**src/rtl/lcd_bus_arbiter.sv**
```systemverilog
// rtl/lcd_bus_arbiter.sv - shares the 8-bit write-only LCD bus between a pixel stream and a command port
// Pixels are buffered losslessly up to PIX_DEPTH; multi-byte commands hold the bus until cmd_last.
module lcd_bus_arbiter #(
  parameter int PIX_DEPTH = 4,
  parameter int WR_GAP    = 1
) (
  input  logic       clk,
  input  logic       reset,
  input  logic       pix_valid,
  input  logic [7:0] pix_data,
  input  logic       cmd_valid,
  input  logic [7:0] cmd_data,
  input  logic       cmd_cd,
  input  logic       cmd_last,
  output logic       cmd_ready,
  output logic [7:0] lcd_data,
  output logic       lcd_cd,
  output logic       lcd_write,
  output logic       pix_ovf,
  output logic       busy
);

  localparam int AW = $clog2(PIX_DEPTH);
  localparam int GW = $clog2(WR_GAP + 1);

  typedef enum logic {
    S_OPEN,
    S_LOCKED
  } state_e;

  state_e          state_q, state_d;
  logic [7:0]      fifo_mem_q [PIX_DEPTH];
  logic [AW-1:0]   rd_ptr_q, wr_ptr_q;
  logic [AW:0]     count_q;
  logic [GW-1:0]   gap_q, gap_d;
  logic [7:0]      data_q, data_d;
  logic            cd_q, cd_d;
  logic            wr_q, wr_d;
  logic            ovf_q;

  logic            eligible;
  logic            fifo_empty;
  logic            fifo_full;
  logic            grant_pix;
  logic            grant_cmd;
  logic            push;
  logic            drop;

  assign fifo_empty = (count_q == '0);
  assign fifo_full  = (count_q == (AW+1)'(PIX_DEPTH));

  // The gap counter is frozen during the strobe cycle, so gap_cnt==1 marks the
  // last low cycle and a grant there keeps strobes exactly WR_GAP+1 apart.
  assign eligible = !wr_q && (gap_q <= GW'(1));

  always_comb begin
    state_d   = state_q;
    gap_d     = (gap_q != '0 && !wr_q) ? gap_q - GW'(1) : gap_q;
    data_d    = data_q;
    cd_d      = cd_q;
    wr_d      = 1'b0;
    grant_pix = 1'b0;
    grant_cmd = 1'b0;

    if (eligible) begin
      if (state_q == S_LOCKED) begin
        grant_cmd = cmd_valid;
      end else if (!fifo_empty) begin
        grant_pix = 1'b1;
      end else begin
        grant_cmd = cmd_valid;
      end
    end

    if (grant_pix) begin
      data_d = fifo_mem_q[rd_ptr_q];
      cd_d   = 1'b1;
      wr_d   = 1'b1;
      gap_d  = GW'(WR_GAP);
    end

    if (grant_cmd) begin
      data_d  = cmd_data;
      cd_d    = cmd_cd;
      wr_d    = 1'b1;
      gap_d   = GW'(WR_GAP);
      state_d = cmd_last ? S_OPEN : S_LOCKED;
    end
  end

  // A pop in the same cycle frees the slot, so a full FIFO can still accept.
  assign push = pix_valid && (!fifo_full || grant_pix);
  assign drop = pix_valid && fifo_full && !grant_pix;

  always_ff @(posedge clk) begin
    if (reset) begin
      state_q  <= S_OPEN;
      rd_ptr_q <= '0;
      wr_ptr_q <= '0;
      count_q  <= '0;
      gap_q    <= '0;
      data_q   <= '0;
      cd_q     <= 1'b0;
      wr_q     <= 1'b0;
      ovf_q    <= 1'b0;
    end else begin
      state_q <= state_d;
      gap_q   <= gap_d;
      data_q  <= data_d;
      cd_q    <= cd_d;
      wr_q    <= wr_d;
      ovf_q   <= ovf_q | drop;
      if (push) begin
        wr_ptr_q <= wr_ptr_q + AW'(1);
      end
      if (grant_pix) begin
        rd_ptr_q <= rd_ptr_q + AW'(1);
      end
      case ({push, grant_pix})
        2'b10:   count_q <= count_q + (AW+1)'(1);
        2'b01:   count_q <= count_q - (AW+1)'(1);
        default: count_q <= count_q;
      endcase
    end
  end

  always_ff @(posedge clk) begin
    if (push) begin
      fifo_mem_q[wr_ptr_q] <= pix_data;
    end
  end

  assign cmd_ready = grant_cmd && !reset;
  assign lcd_data  = data_q;
  assign lcd_cd    = cd_q;
  assign lcd_write = wr_q;
  assign pix_ovf   = ovf_q;
  assign busy      = !fifo_empty || (state_q == S_LOCKED) || wr_q || (gap_q != '0);

endmodule

```
**config.mk**
```make
export PLATFORM = sky130hd
export DESIGN_NAME = lcd_bus_arbiter
export DESIGN_NICKNAME = d
export VERILOG_FILES = /design/src/rtl/lcd_bus_arbiter.sv
export SDC_FILE = /design/constraint.sdc
export NUM_CORES = 1
export LEC_CHECK = 0
export CAP_MARGIN = 20
export CORE_MARGIN = 2
export CORE_UTILIZATION = 56
export DETAILED_ROUTE_END_ITERATION = 12
export GPL_TIMING_DRIVEN = 0
export PLACE_DENSITY = 0.83
export SETUP_SLACK_MARGIN = 0.15
export SYNTH_ARGS = -nofsm -noshare
export SYNTH_HDL_FRONTEND = slang
export SYNTH_SLANG_ARGS = --single-unit
```
**constraint.sdc**
```tcl
create_clock -name clk -period 5.52 [get_ports clk]
set_input_delay 0.828 -clock clk [delete_from_list [all_inputs] [get_ports clk]]
set_output_delay 0.828 -clock clk [all_outputs]
set_load 0.005 [all_outputs]
```
==> impl_metrics.yaml <==
placement:
  dp_hpwl_um: 2850
  gp_congestion: 0.918
  io_buffers: 33
clocking:
  clk_pin_slew_worst_paths_ns: 0.09
  cts_buffer_depth: 2
  hold_buffers: 0
  cts_resized: 0
  htreeDepth: 2
  post_cts_buffers: 0
  cts_tree: "done"
  clock-sinks: 54
  cts_root_buf: "clkbuf_8"
  clk_latency_ns: 0.31
  numCtsBuffers: 5
power_and_ir_drop:
  p_per_area_nw_per_um2: 443
  leakagePower_nw: 0.910
  vdd_drop_max_mv: 0.260
detailed_routing:
  final_antenna_net_count: 0
  wl_per_cell_um: 16.1
  drt_iter0_drc: 46
  wl_um: 3890
  drc_errors: 0
  routed_via_density: 5.66
  dr.pass1.iters: 4
  dr_total_vias: 1369
critical_path:
  cp-startpoint: "cmd_valid"
  cp_slowest_cell: "clkdlybuf4s50_1"
  critPathMaxStageDelay_ns: 0.57
  r2r-end: "count_q[2]"
  end_kind: "primary output"
  worstPathArrival_ns: 2.36
  path_class: "input pin to primary output"
  cp-start-kind: "input pin"
  path_cells: "clkdlybuf4s50_1, nand2_1, nor3_4, clkdlybuf4s50_1"
  r2r_setup_slack_ns: 3.23
  worstRegToRegCells: 7
  r2r_start: "state_q"
  path_common_cell: "clkdlybuf4s50_1"
  crit_fanout: 9
  cp.required_ns: 4.69
timing:
  layout_min_cycle_time_ns: 3.19
  tightestPinTransition_ns: 0.631
  skew_ns: 0.00491
  whs_ns: 0.472
  fin_crit_sh_pct: 57.7
  max_freq_mhz: 314
  setup_tns_ns: 0
  final_hold_viol_count: 0
  grt_setup_unrepaired: "false"
  relSlewSlack_pct: 57.7
  maxSlewViolCount: 0
  setup_viol_count_final: 0
floorplanning:
  fp.dieH_um: 66.9
  die_w_um: 66.9
  die_area_um2: 4470
  core_area_um2: 3720
  pin_count: 35
  rows: 22
  initial_core_util_pct: 59.5
yosys:
  async_reset_ff_share_pct: 0
  synth_seq_area_share_pct: 63.3
  ys_top_cells_by_area: "edfxtp_1 (43%), dfxtp_1 (20%), mux4_2 (8.1%)"
  synth_fp_nets: 180
  netlist_instances: 153
  synth_top_area_share_pct: 43.4
  yosysTopAreaCell: "edfxtp_1"
  ys_types: 40
  avgSynthCellArea_um2: 14.5
  yosysWarnings: 0
  yosys_register_bits: 54
  synth_edf_count: 32
  synth_area_um2: 2210
  synth_top_flop_cell: "edfxtp_1"
global_routing:
  grt_pass1_wl_um: 6410
  grt_use_total_pct: 20.6
  grt_antenna_before_repair: 0
  grt_max_degree: 17
  overflow: 0
  grt_pass1_vias: 1369
cells_and_area:
  final_net_count: 220
  final_core_util_pct: 72.3
  drive_above_1_share_pct: 11.9
  antenna_cells: 0
  syn_to_final_growth_pct: 21.5
run_status:
  status: "complete, no violations"
worst_hold_path:
  worstHoldStart: "gap_q"
  worstHoldEndpoint: "gap_q"
  hold_path.class: "register to register"
  whs_path_depth: 2
run:
  cap_viol_max_count: 0
[state kept, by name, indices dropped and copies added (netlist names), 2 cells and up, named ones only]
register	cells
fifo_mem_q	32
lcd_data	8
count_q	3
rd_ptr_q	2
wr_ptr_q	2
[cells by family after synthesis]
family | Yosys count | synth area share (%)
DFF | 54 | 63.3
adders and majority gates | 5 | 3.17
AOI/OAI and AO/OA | 25 | 9.28
buffers and inverters | 11 | 2.32
and+or+nand+nor | 46 | 12.1
xor gates and xnor gates | 3 | 1.19
muxes | 9 | 8.60
[cell usage after synthesis, types with 2 or more instances]
| library cell | instances |
|---|---|
| nor2b_1 | 9 |
| a21oi_1 | 3 |
| buf_2 | 2 |
| nor2_1 | 13 |
| and2_1 | 4 |
| a221o_1 | 8 |
| mux4_2 | 8 |
| nand2_1 | 4 |
| clkbuf_1 | 2 |
| inv_1 | 5 |
| nand2b_1 | 2 |
| nor3_4 | 2 |
| edfxtp_1 | 32 |
| dfxtp_1 | 22 |
| or3_1 | 3 |
| ha_1 | 4 |
| o21ai_0 | 2 |
| a31oi_1 | 3 |
| xnor2_1 | 3 |
| nor3_1 | 2 |
[where the power goes]
| part | internal [mW] | switching, mW | total [mW] |
|---|---|---|---|
| sequential | 0.508 | 0.0539 | 0.561 |
| clock | 0.0870 | 0.123 | 0.210 |
| combinational | 0.232 | 0.189 | 0.421 |
[cell type report]
cell class / count / area, um^2
Multi-Input combinational cell: 88 / 759
Inverter: 5 / 18.8
Fill cell: 238 / 1030
Clock buffer: 5 / 68.8
Clock inverter: 3 / 16.3
Buffer: 6 / 32.5
Timing Repair Buffer: 33 / 330
Sequential cell: 54 / 1400
Tap cell: 48 / 60.1
[stage by stage]
| stage | total power, mW | setup WS, ns | std cells | instance area (um^2) |
|---|---|---|---|---|
| floorplan | 0.828 | 2.99 | 153 | 2210 |
| global placement | 0.969 | 2.35 | 234 | 2600 |
| detailed placement | 0.994 | 2.31 | 234 | 2600 |
| CTS | 1.20 | 2.34 | 242 | 2690 |
| global route | 1.27 | 2.22 | 242 | 2690 |
| finish | 1.19 | 2.33 | 242 | 2690 |
[routing by layer]
layer,wire (um),part of all wire (%),global-route usage (%)
met1,1590,41,24.5
met5,0,0,0
met3,205,5.3,5.07
met4,76,2.0,9.18
met2,2020,52,35.1
[worst max path at each step]
stage                       to  cells past startpoint
floorplan           count_q[2]                      7
CTS                  cmd_ready                      4
global placement     cmd_ready                      4
global route         cmd_ready                      4
finish               cmd_ready                      4
detailed placement  count_q[2]                      8
[placed cells by master (no fill, tap or decap), drive strengths merged, types with 5 or more instances in the layout]
cell type      count
nor2              13
nor2b              9
a221o              8
clkdlybuf4s50     33
dfxtp             22
edfxtp            32
inv                5
mux4               8
clkbuf             7
[critical path, delay by kind of cell]
family / cells / cell delay (ns)
buffers and inverters: 2 / 1.10
and+or+nand+nor: 2 / 0.43
No activity file was read; power rests on OpenSTA's default activity.
